**src/rtl/scope_readout.sv**
```systemverilog
// Host-side scope readout: arms a capture, then streams the capture RAM oldest-sample-first
// over a valid/ready byte interface. Optional two-byte header (0xA5, 0x5A) under READOUT_HEADER_EN.
module scope_readout #(
  parameter int ADDR_W = 9,
  parameter int DATA_W = 8
) (
  input  logic              clk,
  input  logic              rst,
  input  logic              i_arm,
  output logic              o_start,
  output logic              o_stop,
  input  logic              i_busy,
  input  logic              i_done,
  input  logic [ADDR_W-1:0] i_wr_ptr,
  output logic              o_rd_en,
  output logic [ADDR_W-1:0] o_rd_addr,
  input  logic [DATA_W-1:0] i_rd_data,
  output logic [7:0]        o_data,
  output logic              o_valid,
  input  logic              i_ready,
  output logic              o_last,
  output logic              o_active
);

  // Byte handshake: o_data/o_valid/o_last are registered; a byte moves on a rising edge where
  // o_valid & i_ready, and once o_valid is up o_data stays put until that edge.
  typedef enum logic [2:0] {
    S_IDLE = 3'd0,
    S_ARM  = 3'd1,
    S_WAIT = 3'd2,
    S_RD   = 3'd3,
    S_HOLD = 3'd4,
    S_REL  = 3'd5
`ifdef READOUT_HEADER_EN
    ,
    S_HDR0 = 3'd6,
    S_HDR1 = 3'd7
`endif
  } state_e;

  localparam logic [ADDR_W:0] LAST_IDX = {1'b0, {ADDR_W{1'b1}}};

  state_e            state_q, state_d;
  logic [ADDR_W-1:0] ptr_q, ptr_d;
  logic [ADDR_W:0]   cnt_q, cnt_d;
  logic              fill_q, fill_d;
  logic              start_q, start_d;
  logic              stop_q, stop_d;
  logic              rd_en_q, rd_en_d;
  logic [ADDR_W-1:0] rd_addr_q, rd_addr_d;
  logic [7:0]        data_q, data_d;
  logic              valid_q, valid_d;
  logic              last_q, last_d;
  logic              active_q, active_d;
  logic              xfer;

  always_comb begin
    state_d   = state_q;
    ptr_d     = ptr_q;
    cnt_d     = cnt_q;
    fill_d    = 1'b0;
    start_d   = start_q;
    stop_d    = stop_q;
    rd_en_d   = 1'b0;
    rd_addr_d = rd_addr_q;
    data_d    = data_q;
    valid_d   = valid_q;
    last_d    = last_q;
    xfer      = valid_q & i_ready;

    case (state_q)
      S_IDLE: begin
        if (i_arm) begin
          state_d = S_ARM;
          start_d = 1'b1;
        end
      end
      S_ARM: begin
        if (i_busy) begin
          state_d = S_WAIT;
          start_d = 1'b0;
        end
      end
      S_WAIT: begin
        if (i_done) begin
          ptr_d = i_wr_ptr;
          cnt_d = '0;
`ifdef READOUT_HEADER_EN
          state_d = S_HDR0;
          data_d  = 8'hA5;
          valid_d = 1'b1;
          last_d  = 1'b0;
`else
          state_d   = S_RD;
          rd_en_d   = 1'b1;
          rd_addr_d = i_wr_ptr;
`endif
        end
      end
`ifdef READOUT_HEADER_EN
      S_HDR0: begin
        if (xfer) begin
          state_d = S_HDR1;
          data_d  = 8'h5A;
        end
      end
      S_HDR1: begin
        if (xfer) begin
          state_d   = S_RD;
          valid_d   = 1'b0;
          rd_en_d   = 1'b1;
          rd_addr_d = ptr_q;
        end
      end
`endif
      S_RD: begin
        state_d = S_HOLD;
        fill_d  = 1'b1;
      end
      S_HOLD: begin
        // RAM data arrives the cycle after the strobe, so the first HOLD cycle loads it.
        if (fill_q) begin
          data_d  = i_rd_data[7:0];
          valid_d = 1'b1;
          last_d  = (cnt_q == LAST_IDX);
        end else if (xfer) begin
          ptr_d   = ptr_q + 1'b1;
          cnt_d   = cnt_q + 1'b1;
          valid_d = 1'b0;
          last_d  = 1'b0;
          if (cnt_q == LAST_IDX) begin
            state_d = S_REL;
            stop_d  = 1'b1;
          end else begin
            state_d   = S_RD;
            rd_en_d   = 1'b1;
            rd_addr_d = ptr_q + 1'b1;
          end
        end
      end
      S_REL: begin
        if (!i_done) begin
          state_d = S_IDLE;
          stop_d  = 1'b0;
        end
      end
      default: begin
        state_d = S_IDLE;
        start_d = 1'b0;
        stop_d  = 1'b0;
        valid_d = 1'b0;
        last_d  = 1'b0;
      end
    endcase

    active_d = (state_d != S_IDLE);
  end

  always_ff @(posedge clk or negedge rst) begin
    if (!rst) begin
      state_q   <= S_IDLE;
      ptr_q     <= '0;
      cnt_q     <= '0;
      fill_q    <= 1'b0;
      start_q   <= 1'b0;
      stop_q    <= 1'b0;
      rd_en_q   <= 1'b0;
      rd_addr_q <= '0;
      data_q    <= '0;
      valid_q   <= 1'b0;
      last_q    <= 1'b0;
      active_q  <= 1'b0;
    end else begin
      state_q   <= state_d;
      ptr_q     <= ptr_d;
      cnt_q     <= cnt_d;
      fill_q    <= fill_d;
      start_q   <= start_d;
      stop_q    <= stop_d;
      rd_en_q   <= rd_en_d;
      rd_addr_q <= rd_addr_d;
      data_q    <= data_d;
      valid_q   <= valid_d;
      last_q    <= last_d;
      active_q  <= active_d;
    end
  end

  assign o_start   = start_q;
  assign o_stop    = stop_q;
  assign o_rd_en   = rd_en_q;
  assign o_rd_addr = rd_addr_q;
  assign o_data    = data_q;
  assign o_valid   = valid_q;
  assign o_last    = last_q;
  assign o_active  = active_q;

endmodule
```
**config.mk**
```make
export PLATFORM = sky130hd
export DESIGN_NAME = scope_readout
export DESIGN_NICKNAME = d
export VERILOG_FILES = /design/src/rtl/scope_readout.sv
export SDC_FILE = /design/constraint.sdc
export NUM_CORES = 1
export LEC_CHECK = 0
export ABC_CLOCK_PERIOD_IN_PS = 2650
export CAP_MARGIN = 20
export CORE_ASPECT_RATIO = 0.5
export CORE_UTILIZATION = 52
export CTS_CLUSTER_DIAMETER = 80
export DETAILED_ROUTE_END_ITERATION = 8
export GPL_TIMING_DRIVEN = 0
export PLACE_DENSITY_LB_ADDON = 0.05
export SYNTH_ARGS = -nofsm -noshare
export SYNTH_HDL_FRONTEND = slang
export SYNTH_SLANG_ARGS = --single-unit
```
**constraint.sdc**
```tcl
create_clock -name clk -period 2.65 [get_ports clk]
set_clock_uncertainty 0.15 [all_clocks]
set_input_delay 0.53 -clock clk [delete_from_list [all_inputs] [get_ports clk]]
set_output_delay 0.53 -clock clk [all_outputs]
set_load 0.01 [all_outputs]
```
==> out/qor.txt <==
=====================================================================================
Number of vias per cell                                                          5.79
Final count of hold timing violations                                               0
Cell at the root of the clock tree                                           clkbuf_8
Fraction of the mapped netlist area in compound gates                           0.174
Most area-hungry cell type in the Yosys netlist                               dfrtp_1
Wire length after detailed routing                                            5.41 mm
Clock Tree Buf Depth                                                                2
Total grt overflow                                                                  0
Vias post-DR                                                                    2,044
DRC Markers                                                                         0
Area of the core region                                                   0.00449 mm²
Placed Cells incl. Taps                                                           345
Crit path required time                                                       2690 ps
Final net count                                                                   311
Critical path data arrival time                                               2320 ps
Uppermost metal layer occupied by signal nets                                    met4
Distinct cell type count of the synthesized netlist                                52
Number of max-capacitance violations reported                                       0
DRC marker count from the first detailed-route iteration                           84
Number of slew-limit violations in the final report                                 0
Post-synthesis share of cell area spent on xor and xnor gates                  0.0106
Average cell area after synthesis                                            10.6 µm²
Die Y-Extent                                                                  50.8 µm
Total of fill cells in the finished design                                        354
Sequential cell area fraction in the yosys report                               0.465
Number of antenna-violating nets in the routed design                               0
Number of storage elements in the synthesis netlist                                46
Startpoint Class                                                            flip-flop
Area of all sequential standard cells                                     0.00115 mm²
Multi-input gate area                                                     0.00121 mm²
Post-cts sizing count                                                               0
Post-synthesis mux area share                                                   0.120
Wirelength per Cell                                                           15.3 µm
CTS H-tree lvls                                                                     2
Period minus WS final                                                         2280 ps
Max frequency                                                                 438 MHz
Power density of the placed cells                                          970 mW/mm²
Adder-cell share of the synthesized area                                       0.0101
Slew at the pin closest to its max-slew limit                                  490 ps
Final weighted congestion of routability-driven global placement                0.788
Antenna violations before repair                                                    0
Share of final-layout standard cells stronger than drive strength 1             0.167
Die Span X                                                                    99.6 µm
Count of clock tree sinks                                                          46
Post-CTS Setup Bufs                                                                 0
Final period util                                                               0.861
Number of setup violations in the final report                                      0
Number of top-level design ports                                                   46
Non-filler instance count after layout                                            353
HPWL reported at the end of detailed placement                                3.78 mm
Number of global-route vias before repair                                       1,985
Global-route wire length before repair                                        8.93 mm
Max transition margin                                                           0.673
Worst Setup Path Type                                                      reg -> reg
Detailed-routed wire length on met2                                           2.49 mm
Starting utilization of the core area                                           0.552
Met1 wire length                                                              2.54 mm
Full die area                                                             0.00506 mm²
Unrepaired setup endpoints after global routing                                    no
PnR Total Power                                                               3.07 mW
Post-synth design cell area                                               0.00248 mm²
R2R Path End                                                             o_rd_addr[3]
Area fraction of the dominant cell type after synthesis                         0.465
Cell types with the largest area share after synthesis                   dfrtp_1 46%, mux2_2 5.9%, mux2_4 4.8%
Synthesized Nets                                                                  258
Number of diodes added for antenna fixing                                           0
Kind of capture point of the worst setup path                               flip-flop
Post-synth top flop                                                           dfrtp_1
Launch instance of the worst register-to-register path                       cnt_q[0]
Async set-or-reset flop fraction in the synthesized netlist                      1.00
Number of flops mapped to enable cells by yosys                                     0
Count of warnings emitted by yosys                                                  0
Post-Synthesis Cells                                                              233
Area added between synthesis and finish                                         27.9%
Cells on worst reg2reg path                                                         5
Share of synthesized cell area in and, or, nand and nor gates                   0.176
Number of buffers created by CTS                                                    5
All-Layer GR Usage                                                              0.231
Site Rows                                                                          17
Worst supply voltage drop on vdd                                             0.458 mV
Pre-Repair DR Iteration Count                                                       4
Run status                                                               finished, final reports clean
Crit path max fanout                                                               10
TritonCTS clock tree                                                              yes
Port-buffer cells                                                                  45
P_leak                                                                        1.41 nW
Setup slack on the worst flop-to-flop path                                     370 ps
Met3 WL                                                                        369 µm
Clock insertion delay at the later pin of the skew report                      300 ps
Hold Worst Slack                                                              24.6 ps
Most numerous cell in the Yosys netlist                                       dfrtp_1
Worst min-delay path category                                             in -> async
Synth cell count leaders                                                 46 x dfrtp_1, 16 x a21oi_1, 14 x nand2_1
Pin count of the biggest net entering global routing                               29
Clock-pin slew of the registers on the worst-case setup and hold paths          90 ps
CTS Hold Buffers Added                                                              0
Largest family of logic cells by synthesized area                        simple AND/OR/NAND/NOR gates
=====================================================================================
[placed cells by master, fill, tap and decap left out, drive strengths merged, types with 3 or more instances in the layout]
cell,n
mux2,21
o21ai,14
nor2,13
or4,6
nand2b,5
o31ai,6
a21oi,17
buf,11
nand2,14
a21o,3
inv,10
nand3,7
or3,4
a31oi,8
nand4,5
clkbuf,10
clkdlybuf4s50,44
dfrtp,46
and3,3
nor2b,4
mux2i,3
o21bai,3
[where the power goes]
part	leakage [nW]	internal [mW]	total (mW)	switching, mW
sequential	0.590	0.941	1.12	0.176
clock	0.0714	0.402	0.648	0.246
combinational	0.753	0.697	1.31	0.609
total	1.41	2.04	3.07	1.03
[stage by stage]
step / worst slack (ps) / util / cell area (µm²) / setup TNS (ps)
after floorplan: 715 / - / 2480 / 0
after global placement: -426 / 0.671 / 3010 / -19420
after detailed placement: 121 / 0.674 / 3030 / 0
after CTS: 400 / 0.706 / 3170 / 0
after global routing: 276 / 0.706 / 3170 / 0
final: 369 / 0.706 / 3170 / 0
[worst max-delay path by stage]
stage	from	to	slack (ps)	cells after the start
finish	cnt_q[0]	o_rd_addr[3]	370	5
global route	cnt_q[0]	o_rd_addr[3]	280	5
global placement	rst	o_data[2]	-430	1
CTS	cnt_q[0]	o_rd_addr[3]	400	5
floorplan	cnt_q[0]	o_rd_addr[0]	720	5
detailed placement	i_ready	cnt_q[9]	120	7
[logic make-up (layout without fill, tap and decap cells)]
group	after synthesis	after routing
and+or+nand+nor	71	71
AOI/OAI and AO/OA	64	64
buffers and inverters	23	77
DFF	46	46
xor gates and xnor gates	3	3
muxes	24	24
adders and majority gates	2	2
[layer usage]
metal	vias to the layer above	GRT usage
li1	952	-
met1	1007	0.302
met2	81	0.378
met3	4	0.0696
met4	0	0.0539
met5	-	0.0220
[cell type report]
| cell class | count | area share |
|---|---|---|
| tap | 66 | 0.0261 |
| buffer | 13 | 0.0237 |
| sequential | 46 | 0.363 |
| inverter | 10 | 0.0118 |
| timing repair buffer | 46 | 0.147 |
| clock inverter | 2 | 0.0190 |
| multi-input combinational | 164 | 0.383 |
| clock buffer | 6 | 0.0261 |
[flip-flops by register name (all words and copies together), names as in the netlist]
register and flops:
o_stop 1, ptr_q 9, state_q 3, o_rd_en 1, o_rd_addr 9, o_data 8
o_active 1, o_start 1, fill_q 1, o_valid 1, cnt_q 10, o_last 1
[critical path, cell delays in order, from the launching register on]
cell and delay, ps:
dfrtp_1 400, ha_1 220, and3_1 260, nand4_1 290
a21oi_4 510, mux2_4 340
No activity file was read; power rests on OpenSTA's default activity.
